**src/rtl/div_seq_ctrl.sv**
```systemverilog
// Sequential RV32M divider: restoring shift-subtract, one quotient bit per cycle.
// Signs are stripped at accept and reapplied after the final iteration.
module div_seq_ctrl #(
    parameter int WIDTH = 32
) (
    input  logic             clk_i,
    input  logic             rst_i,
    input  logic             start_i,
    output logic             ready_o,
    input  logic [1:0]       op_i,
    input  logic [WIDTH-1:0] rs1_i,
    input  logic [WIDTH-1:0] rs2_i,
    input  logic             flush_i,
    output logic             busy_o,
    output logic             valid_o,
    output logic [WIDTH-1:0] rd_o,
    input  logic             ack_i
);

    localparam int CW = $clog2(WIDTH);

    typedef enum logic [1:0] {
        IDLE,
        CALC,
        DONE
    } state_e;

    state_e           state_q, state_d;
    logic [CW-1:0]    count_q, count_d;
    logic             rem_sel_q, rem_sel_d;
    logic             negq_q, negq_d;
    logic             negr_q, negr_d;
    logic [WIDTH-1:0] rem_q, rem_d;
    logic [WIDTH-1:0] dvd_q, dvd_d;
    logic [WIDTH-1:0] dvs_q, dvs_d;
    logic [WIDTH-1:0] rd_q, rd_d;

    logic             sgn;
    logic             ovf;
    logic [WIDTH-1:0] a_abs;
    logic [WIDTH-1:0] b_abs;
    logic [WIDTH:0]   trial;
    logic             qbit;
    logic [WIDTH-1:0] rem_n;
    logic [WIDTH-1:0] quo_n;

    always_comb begin
        sgn   = ~op_i[0];
        a_abs = (sgn && rs1_i[WIDTH-1]) ? -rs1_i : rs1_i;
        b_abs = (sgn && rs2_i[WIDTH-1]) ? -rs2_i : rs2_i;
        ovf   = sgn && (rs1_i == {1'b1, {(WIDTH-1){1'b0}}})
                    && (rs2_i == '1);

        // Top bit of the WIDTH+1-bit difference is the borrow
        trial = {rem_q, dvd_q[WIDTH-1]} - {1'b0, dvs_q};
        qbit  = ~trial[WIDTH];
        rem_n = qbit ? trial[WIDTH-1:0]
                     : {rem_q[WIDTH-2:0], dvd_q[WIDTH-1]};
        quo_n = {dvd_q[WIDTH-2:0], qbit};

        state_d   = state_q;
        count_d   = count_q;
        rem_sel_d = rem_sel_q;
        negq_d    = negq_q;
        negr_d    = negr_q;
        rem_d     = rem_q;
        dvd_d     = dvd_q;
        dvs_d     = dvs_q;
        rd_d      = rd_q;

        unique case (state_q)
            IDLE: begin
                if (start_i && !flush_i) begin
                    rem_sel_d = op_i[1];
                    negq_d    = sgn & (rs1_i[WIDTH-1] ^ rs2_i[WIDTH-1]);
                    negr_d    = sgn & rs1_i[WIDTH-1];
                    rem_d     = '0;
                    dvd_d     = a_abs;
                    dvs_d     = b_abs;
                    count_d   = '0;
                    if (rs2_i == '0) begin
                        rd_d    = op_i[1] ? rs1_i : '1;
                        state_d = DONE;
                    end else if (ovf) begin
                        rd_d    = op_i[1] ? '0 : {1'b1, {(WIDTH-1){1'b0}}};
                        state_d = DONE;
                    end else begin
                        state_d = CALC;
                    end
                end
            end
            CALC: begin
                if (flush_i) begin
                    state_d = IDLE;
                end else begin
                    rem_d   = rem_n;
                    dvd_d   = quo_n;
                    count_d = count_q + CW'(1);
                    if (count_q == CW'(WIDTH-1)) begin
                        state_d = DONE;
                        if (rem_sel_q)
                            rd_d = negr_q ? -rem_n : rem_n;
                        else
                            rd_d = negq_q ? -quo_n : quo_n;
                    end
                end
            end
            DONE: begin
                if (flush_i || ack_i)
                    state_d = IDLE;
            end
            default: state_d = IDLE;
        endcase
    end

    always_ff @(posedge clk_i or posedge rst_i) begin
        if (rst_i) begin
            state_q   <= IDLE;
            count_q   <= '0;
            rem_sel_q <= 1'b0;
            negq_q    <= 1'b0;
            negr_q    <= 1'b0;
            rem_q     <= '0;
            dvd_q     <= '0;
            dvs_q     <= '0;
            rd_q      <= '0;
        end else begin
            state_q   <= state_d;
            count_q   <= count_d;
            rem_sel_q <= rem_sel_d;
            negq_q    <= negq_d;
            negr_q    <= negr_d;
            rem_q     <= rem_d;
            dvd_q     <= dvd_d;
            dvs_q     <= dvs_d;
            rd_q      <= rd_d;
        end
    end

    assign ready_o = (state_q == IDLE);
    assign busy_o  = (state_q != IDLE);
    assign valid_o = (state_q == DONE);
    assign rd_o    = rd_q;

endmodule

```
**config.mk**
```make
export PLATFORM = sky130hd
export DESIGN_NAME = div_seq_ctrl
export DESIGN_NICKNAME = d
export VERILOG_FILES = /design/src/rtl/div_seq_ctrl.sv
export SDC_FILE = /design/constraint.sdc
export NUM_CORES = 1
export LEC_CHECK = 0
export ABC_AREA = 1
export CORE_ASPECT_RATIO = 0.6
export CORE_MARGIN = 4
export CORE_UTILIZATION = 40
export DETAILED_ROUTE_END_ITERATION = 10
export PLACE_DENSITY_LB_ADDON = 0.15
export SETUP_SLACK_MARGIN = 0.1
export SLEW_MARGIN = 20
export SYNTH_ARGS = -nofsm -noshare
export SYNTH_HDL_FRONTEND = slang
export SYNTH_SLANG_ARGS = --single-unit
```
**constraint.sdc**
```tcl
create_clock -name clk_i -period 4.6 [get_ports clk_i]
set_input_delay 0.46 -clock clk_i [delete_from_list [all_inputs] [get_ports clk_i]]
set_output_delay 0.46 -clock clk_i [all_outputs]
set_load 0.02 [all_outputs]
```
### Word level (Yosys, flattened, before mapping)

Cells that the tools add are included.

* add/sub/neg operators: 6
* multipliers: 0
* div/mod/pow operators: 0
* $lt $le $gt $ge: 0
* equality and inequality tests: 11
* shift operators: 0
* multiplexer cells: 30
* bitwise logic cells: 5
* reduce and logical (&&, ||, !) cells: 15

Operators with widths (number)
* two-way mux 32 bit: 17
* case mux 32 bit (2 select lines): 3
* negation 32 bit: 4
* == test 32 bit, second input constant: 2
* subtractor 33 x 32 -> 33 bit: 1
* zero test 32 bit: 1
* two-way mux 2 bit: 6
* two-way mux 5 bit: 2
* case mux 5 bit (2 select lines): 1
* case mux 2 bit (3 select lines): 1
* AND reduction 3 bit: 2
* adder 5 x 1 -> 5 bit, second input constant: 1
* == test 5 bit, second input constant: 1
* logical AND 1 bit: 5
* AND reduction 5 bit: 1
* inequality test 2 x 1 -> 1 bit, second input constant: 2
* inequality test 2 bit, second input constant: 2
* nonzero test 2 bit: 2
* inequality test 3 x 1 -> 1 bit, second input constant: 1
* inequality test 3 bit, second input constant: 1
* AND 1 bit: 2
* == test 2 x 1 -> 1 bit, second input constant: 1
* == test 2 bit, second input constant: 1
* zero test 2 bit: 1
* other kinds (5): 6

* register bits after elaboration: 138
* latch bits: 0
* RAM bits: 0
* ROM bits: 0
* bits of input ports: 71
* output and inout bits: 35
* word-level logic and storage cells: 76
* memories: 0

### Logic depth before layout (Yosys ltp)

Gate-level depths: netlist of the first run.

* word-level depth: 8
* gate-level depth with buffers: 32

### Worst setup path after synthesis of the first run

OpenSTA, ideal clock, no wires.

* path kind: reg-to-reg
* start point: register dvd_q[31]
* end point: register rd_q[30], in the netlist rd_o[30]
* library setup time: 0.117 ns
* data arrival time: 3.877 ns
* data required time: 4.483 ns
* slack: 0.606 ns
* cell stages (with the launch flop): 32
* path buffers: 1
* clock period less this slack: 3.994 ns
* cells stage by stage: dfrtp_1 -> inv_1 -> ha_1 -> inv_1 -> fa_1 -> nand2_1 -> nand2_1 -> nand3_1 -> nand2_2 -> nand2_2 -> nand2_2 -> nand2_4 -> nand3_2 -> nand2_4 -> buf_6 -> ha_1 -> nand3_1 -> nor3_2 -> nand3_1 -> nor2_1 -> nand3_1 -> nor3_1 -> nand3_1 -> nor3_2 -> nand2_1 -> nand2_1 -> nand2_1 -> or2_0 -> a21oi_1 -> o21ai_1 -> nand2_1 -> nand2_1

* cells in the longest elaborated chain, start to end: 8
* elaborated cells between the ends (all ways): 11

Ends and longest elaborated chain
* from (decl): RTL line 34 `logic [WIDTH-1:0] dvd_q, dvd_d;`
* from (signal assigned): RTL line 134 `dvd_q <= dvd_d;`
* subtractor 33 x 32 -> 33 bit: RTL line 55 `trial = {rem_q, dvd_q[WIDTH-1]} - {1'b0, dvs_q};`
* two-way mux 32 bit or inverter 1 bit (tied branches): RTL line 57, 56
* negation 32 bit (on tied branches): RTL line 102, 104
* two-way mux 32 bit (on tied branches): RTL line 102, 104
* two-way mux 32 bit *: RTL line 101 `if (rem_sel_q)`
* two-way mux 32 bit *: RTL line 99 `if (count_q == CW'(WIDTH-1)) begin`
* two-way mux 32 bit *: RTL line 93 `if (flush_i) begin`
* case mux 32 bit (2 select lines) *: RTL line 71 `unique case (state_q)`
* to (signal assigned): RTL line 136 `rd_q <= rd_d;`
* to (decl): RTL line 36 `logic [WIDTH-1:0] rd_q, rd_d;`

Every way passes the cells marked *; elsewhere a longest branch is shown, timed or not. The select of a mux whose other input is x is not followed.
A chain may end at the register's enable or synchronous reset.

### Worst setup path after layout of the first run

* start point: register rem_q[27]
* end point: register rd_q[30], in the netlist rd_o[30]

* cells in the longest elaborated chain, start to end: 8
* elaborated cells between the ends (all ways): 11

Ends and longest elaborated chain
* from (decl): RTL line 33 `logic [WIDTH-1:0] rem_q, rem_d;`
* from (signal assigned): RTL line 133 `rem_q <= rem_d;`
* subtractor 33 x 32 -> 33 bit: RTL line 55
* two-way mux 32 bit or inverter 1 bit (tied branches): RTL line 57, 56
* negation 32 bit (on tied branches): RTL line 102, 104
* two-way mux 32 bit (on tied branches): RTL line 102, 104
* two-way mux 32 bit *: RTL line 101
* two-way mux 32 bit *: RTL line 99
* two-way mux 32 bit *: RTL line 93
* case mux 32 bit (2 select lines) *: RTL line 71

Marks and branches as above.

==> results of run 1 <==
[metal layers]
metal | GRT usage, % | up-vias
li1 | - | 6777
met1 | 44.0 | 6482
met2 | 32.9 | 622
met3 | 7.34 | 37
met4 | 4.05 | 0
met5 | 0 | -
[final timing paths]
check                                      startpoint                      to  slack (ns)
max in group asynchronous                       rst_i      negr_q$_DFFE_PP0P_        3.06
worst max register to register  rem_q[27]$_DFFE_PP0P_    rd_o[30]$_DFFE_PP0P_        0.30
worst min-delay path             rd_o[21]$_DFFE_PP0P_    rd_o[21]$_DFFE_PP0P_        0.48
min in group asynchronous                       rst_i  count_q[1]$_DFFE_PP0P_        0.55
worst min register to register   rd_o[21]$_DFFE_PP0P_    rd_o[21]$_DFFE_PP0P_        0.48
worst max-delay path            rem_q[27]$_DFFE_PP0P_    rd_o[30]$_DFFE_PP0P_        0.30
[flip-flops by register name, summed over array words and instances (netlist names)]
| register | count |
|---|---|
| dvd_q | 32 |
| dvs_q | 32 |
| rd_o | 32 |
| rem_q | 32 |
| count_q | 5 |
| state_q | 2 |
| negq_q | 1 |
| negr_q | 1 |
| rem_sel_q | 1 |
[repair_timing]
action | CTS | global route
buffers inserted | 0 | 5
pin swaps | 0 | 11
resized for setup | 1 | 19
endpoints found under the setup margin | 1 | 7
[worst register-to-register path, stage by stage, from the launching register on]
cell     delay, ns
dfrtp_1       0.42
ha_1          0.40
nand2_1       0.12
nor2_1        0.20
nand2_1       0.17
nor2_4        0.20
nand2_4       0.10
nand2_4       0.11
nand2_4       0.08
nand2_4       0.10
ha_4          0.14
nand3_2       0.10
nor3_4        0.20
nand3_2       0.15
nor2_4        0.19
nand3_2       0.14
nor3_4        0.26
nand3_2       0.15
nor3_4        0.19
nand2_1       0.06
nand2_1       0.09
nand2_1       0.07
or2_0         0.20
a21oi_1       0.14
o21ai_1       0.09
nand2_1       0.07
nand2_1       0.06
[placed cells by master, fill, tap and decap left out, types with 8 or more instances in the layout]
| master | netlist | layout |
|---|---|---|
| nor2_1 | 177 | 173 |
| buf_4 | 0 | 30 |
| ha_1 | 39 | 38 |
| xor2_1 | 40 | 40 |
| nand2_2 | 24 | 27 |
| a22oi_1 | 8 | 8 |
| nor3_1 | 27 | 26 |
| clkbuf_16 | 0 | 17 |
| dfrtp_1 | 138 | 137 |
| o221ai_1 | 15 | 15 |
| o21ai_1 | 8 | 8 |
| nand2_1 | 638 | 635 |
| o21ai_0 | 192 | 192 |
| xnor2_1 | 15 | 15 |
| a31oi_1 | 12 | 12 |
| clkdlybuf4s50_1 | 0 | 105 |
| nand3_1 | 146 | 141 |
| nor2_2 | 11 | 12 |
| inv_1 | 274 | 272 |
| nor4_1 | 9 | 9 |
| a21oi_1 | 92 | 92 |
| nand4_1 | 29 | 29 |
[cell families after synthesis]
logic type | after synthesis
DFF | 138
adders and majority gates | 40
and+or+nand+nor | 1095
AOI/OAI and AO/OA | 363
buffers and inverters | 352
xor gates and xnor gates | 55
[stage by stage]
stage	setup slack (ns)	instances	utilization [%]	cell area, um^2	hold WS [ns]
2_1_floorplan	0.444	2043	-	12500	0.453
3_3_place_gp	0.270	2513	46.0	14000	0.465
3_5_place_dp	0.0543	2513	46.0	14000	0.464
4_1_cts	0.121	2545	48.2	14700	0.484
5_1_grt	0.0386	2550	48.7	14800	0.498
6_report	0.296	2550	48.7	14800	0.479
[cell type report]
class                      count  area, um^2  share of cell area, %
clock inverter                12         220                   1.49
timing repair buffer         135        1280                   8.63
tap                          408         510                   3.45
inverter                     284        1070                   7.24
clock buffer                  20         447                   3.02
sequential                   138        3450                   23.4
multi-input combinational   1553        7820                   52.8
==> summary.txt, run 1 <==
Critical path
  • CP Class: reg -> reg
  • Crit-path max cell delay: between 0.4 and 0.5 ns
  • Worst path most repeated cell: nand2_1
  • CP Launch Type: register
  • Crit path max-delay cell type: dfrtp_1
  • Worst Path Max Fanout: 5
  • Critical Path RT: 4.94 ns
  • Buffers & Inverters on Critical Path: 0
  • Worst r2r path cells: 26
  • CP Data Arrival Time: 4.64 ns
  • CP Capture Type: register
  • Instance count on the critical path: 26
  • CP delay by family, top: simple AND/OR/NAND/NOR gates

Routing
  • # DRC: 0
  • Met2 wire len: 17.0 mm
  • DR WL/cell: 18.4 um
  • Top routing layer used: met4
  • Final wirelength: 46.8 mm
  • Drt via density: 5.46
  • Metal3 WL: 5.21 mm
  • Drt initial violations: 1758
  • First drt pass iteration count: 6
  • Vias: between 10000 and 15000
  • Antenna Nets Post-Route: 0
  • WL met1: 24.2 mm

STA
  • Total negative slack: 0 ns
  • Final critical-path required period: 4.30 ns
  • Post-route clock period utilization: 93.6%
  • Relative slew slack: 39.5%
  • Clk_skew: a little over 0.009 ns
  • Final hold viol count: 0
  • Final setup viols: 0
  • RSZ-0062 raised after global routing: no
  • Slew Viols, Final: 0
  • Worst-Margin Slew: about 0.9 ns
  • Fmax: around 0.23 GHz

Clock network
  • # clock sinks: about 140
  • Cts-stage hold buffer count: 0
  • H-tree level count: 4
  • CTS root buffer: clkbuf_16
  • CTS tree: built
  • Clock transition at path regs: 0.07 ns
  • CTS Buffer Depth: 2
  • Clock buffer count from CTS: 17
  • Worst skew pair latency: 0.45 ns

Synthesis
  • Top FF cell, synth: dfrtp_1
  • Post-synthesis sequential area ratio: 27.6%
  • Mapped Nets: 2154
  • Post-Synth XOR/XNOR Area: 3.84%
  • Compound-Gate Fraction of Synth Area: 16.0%
  • Area share of fa/ha/maj cells after synthesis: about 4%
  • Most common cell in the netlist: nand2_1
  • Asr flop ratio synth: 100%
  • Post-synthesis register bit count: 138
  • Largest cells by area after synthesis: dfrtp_1 (28%), nand2_1 (19%), inv_1 (8.2%), o21ai_0 (7.7%), nand3_1 (5.8%)
  • Mapped Cells: 2043
  • Synth cell types: between 50 and 60
  • Syn. warnings: 0
  • Simple-Gate Fraction of Synth Area: 37.6%
  • Largest family of logic cells by synthesized area: simple AND/OR/NAND/NOR gates
  • Synth top area share: 27.6%
  • Post-Syn Area: about 0.013 mm^2
  • Post-synth top area cell: dfrtp_1
  • Post-Syn Area per Cell: 6.14 um^2
  • Top cells by count, synth: nand2_1 (638), inv_1 (274), o21ai_0 (192)
  • Mux cell area share after synthesis: 0%
  • Number of synthesized flops with an enable pin: 0

Die
  • # rows: 49
  • Die area: 0.0343 mm^2
  • Die Y: 145 um
  • Die W: 237 um
  • Initial Util: 41.2%
  • IO Pins: 106
  • Core area: 0.0304 mm^2

Cells and area
  • Area growth syn-to-layout: 18.0%
  • Fillcell total: 3225
  • Layout cells sized above 1: between 6 and 7%
  • Antenna Cells: 0
  • Nets: 2240

GRT
  • Largest net degree at the start of global routing: 91
  • Congestion Overflow GR: 0
  • Vias in the first global route: 12400
  • Initial antenna violation count: 0
  • First-pass GRT wire length: 71.7 mm
  • GR Util All Layers: 26.3%

Hold path
  • Hold crit path type: reg -> reg
  • Worst hold path depth: 2

Placement
  • Port Buffers: 105
  • Placer Congestion: 0.954
  • Post-DP HPWL: 36.9 mm

Flow run
  • Max Cap Viol: 0

Outcome
  • Status: finished clean
Power of run 1 is left out: the tool's default activity adds up to more than one toggle a clock period on the data nets, which glitch-free logic cannot reach.
==> inputs of run 2 (changes only) <==
--- a/config.mk
+++ b/config.mk
@@ -6,12 +6,15 @@
 export NUM_CORES = 1
 export LEC_CHECK = 0
 export ABC_AREA = 1
+export CELL_PAD_IN_SITES_DETAIL_PLACEMENT = 0
+export CELL_PAD_IN_SITES_GLOBAL_PLACEMENT = 1
 export CORE_ASPECT_RATIO = 0.6
 export CORE_MARGIN = 4
 export CORE_UTILIZATION = 40
 export DETAILED_ROUTE_END_ITERATION = 10
 export PLACE_DENSITY_LB_ADDON = 0.15
 export SETUP_SLACK_MARGIN = 0.1
+export SKIP_CTS_REPAIR_TIMING = 1
 export SLEW_MARGIN = 20
 export SYNTH_ARGS = -nofsm -noshare
 export SYNTH_HDL_FRONTEND = slang
==> run 2 against run 1 <==
  * Utilization down 0.45 points
  * Register-to-register slack better by 0.07 ns
  * First-iteration DRC count down 18%
  * Worst hold slack worse by 0.0013 ns
  * Via count down 1.9%
  * Worst setup slack better by 0.074 ns
  * Die area unchanged
  * Fmax up 1.7%
  * Non-clock buffer count down 6
  * Flip-flop and latch count unchanged
  * Critical path type unchanged
==> summary.txt, run 2 (same netlist as run 1, synthesis figures left out) <==
Routing
  • Drt initial violations: 1439
  • Antenna Nets Post-Route: 0
  • Drt via density: roughly 5.4
  • Vias: 13600
  • Final wirelength: 46.4 mm
  • # DRC: 0
  • First drt pass iteration count: 5
  • DR WL/cell: 18.2 um

Clock network
  • Clock buffer count from CTS: 17
  • H-tree level count: 4
  • CTS Buffer Depth: 2
  • CTS tree: built
  • CTS root buffer: clkbuf_16
  • # clock sinks: roughly 140
  • Clock transition at path regs: 0.06 ns
  • Worst skew pair latency: 0.45 ns

Critical path
  • Critical path, cell by cell: inv_1, ha_1, nand2_2, inv_1, a21oi_1, nand2_2, nand2_2, nand2_2, nand2_4, buf_4, nand3_4, nand2_8, nand2_2, o21ai_2, ha_1, nand3_1, inv_1, nand2_1, o21ai_1, nand2_1, nand3_1, nand3_1, nand2_1, nand2_1
  • Worst Path Max Fanout: 34
  • Critical Path RT: 4.93 ns
  • CP Data Arrival Time: approximately 4.6 ns
  • CP delay by family, top: simple AND/OR/NAND/NOR gates
  • CP Capture Type: register
  • Worst path most repeated cell: nand2_2
  • CP Class: reg -> reg
  • Crit path max-delay cell type: o21ai_1
  • CP Launch Type: register
  • Buffers & Inverters on Critical Path: 4
  • Crit-path max cell delay: 0.45 ns

Placement
  • Post-DP HPWL: 36.8 mm
  • Port Buffers: 105
  • Placer Congestion: 0.918

STA
  • Clk_skew: 0.0193 ns
  • Post-route clock period utilization: between 90% and 100%
  • RSZ-0062 raised after global routing: no
  • Slew Viols, Final: 0
  • Final critical-path required period: ~4.2 ns
  • Final hold viol count: 0
  • Final setup viols: 0
  • Total negative slack: 0 ns
  • Relative slew slack: 21.4%
  • Fmax: 0.236 GHz
  • Worst-Margin Slew: 1.17 ns

Die
  • Initial Util: between 40 and 50%
  • # rows: between 40 and 50
  • Die W: 237 um
  • Die Y: 145 um
  • Core area: between 0.03 and 0.04 mm^2
  • Die area: 0.0343 mm^2
  • IO Pins: 106

GRT
  • Vias in the first global route: 12400
  • First-pass GRT wire length: 71.5 mm
  • Initial antenna violation count: 0
  • Largest net degree at the start of global routing: 83
  • Congestion Overflow GR: 0
  • GR Util All Layers: around a quarter

Cells and area
  • Fillcell total: 3274
  • Layout cells sized above 1: under 10%
  • Commonest non-fill, non-tap cell in the layout: nand2_1
  • Antenna Cells: 0
  • Most frequent cells in the layout: nand2_1 (636), inv_1 (272), o21ai_0 (192)
  • Area growth syn-to-layout: 16.9%
  • Nets: around 2200

Outcome
  • Status: finished clean

Flow run
  • Max Cap Viol: 0

Hold path
  • Hold crit path type: reg -> reg
[run 2: cell count changes in the layout (fill, tap and decap cells not counted), sizes merged]
cell | previous run | this run
buf | 30 | 24
bufinv | 6 | 2
clkbuf | 20 | 19
clkinv | 6 | 8
inv | 280 | 283
[run 2: cell type report]
cell class / instances / area, um^2 / share of cell area [%]
Multi-Input combinational cell: 1553 / 7810 / 53.3
Clock buffer: 19 / 433 / 2.95
Timing Repair Buffer: 129 / 1230 / 8.40
Clock inverter: 13 / 144 / 0.982
Sequential cell: 138 / 3460 / 23.6
Tap cell: 408 / 510 / 3.48
Inverter: 284 / 1070 / 7.31
[run 2: final timing paths]
path	from	to	slack, ns	cells past startpoint
min reg2reg	rd_o[17]$_DFFE_PP0P_	rd_o[17]$_DFFE_PP0P_	0.48	2
max reg2reg	dvs_q[6]$_DFFE_PP0P_	rd_o[12]$_DFFE_PP0P_	0.37	24
max in group asynchronous	rst_i	negq_q$_DFFE_PP0P_	3.12	3
min	rd_o[17]$_DFFE_PP0P_	rd_o[17]$_DFFE_PP0P_	0.48	2
min in group asynchronous	rst_i	dvs_q[7]$_DFFE_PP0P_	0.55	2
max	dvs_q[6]$_DFFE_PP0P_	rd_o[12]$_DFFE_PP0P_	0.37	24
[run 2: worst register-to-register path, stage by stage, from the launching register on]
cell,delay (ns)
dfrtp_1,0.37
inv_1,0.21
ha_1,0.34
nand2_2,0.11
inv_1,0.04
a21oi_1,0.18
nand2_2,0.13
nand2_2,0.08
nand2_2,0.07
nand2_4,0.11
buf_4,0.13
nand3_4,0.17
nand2_8,0.30
nand2_2,0.08
o21ai_2,0.12
ha_1,0.25
nand3_1,0.14
inv_1,0.16
nand2_1,0.13
o21ai_1,0.45
nand2_1,0.10
nand3_1,0.13
nand3_1,0.08
nand2_1,0.16
nand2_1,0.07
[run 2: metrics by stage]
step                instances  worst slack, ns  area (um^2)  utilization [%]  hold slack (ns)
finish                   2544            0.370        14700             48.2            0.477
floorplan                2043            0.444        12500                -            0.453
detailed placement       2509            0.105        14000             45.9            0.465
global route             2544           0.0922        14700             48.2            0.499
global placement         2509            0.226        14000             45.9            0.463
CTS                      2541           0.0857        14500             47.8            0.483
[run 2: metal layers]
metal / GRT usage [%] / share of wire, % / vias to the layer above
met5: 0 / 0 / -
met1: 44.3 / 53 / 6374
met3: 6.05 / 9.2 / 15
met4: 3.59 / 0.51 / 0
li1: - / - / 6753
met2: 34.3 / 37 / 507
Power of run 2 is left out for the same reason.
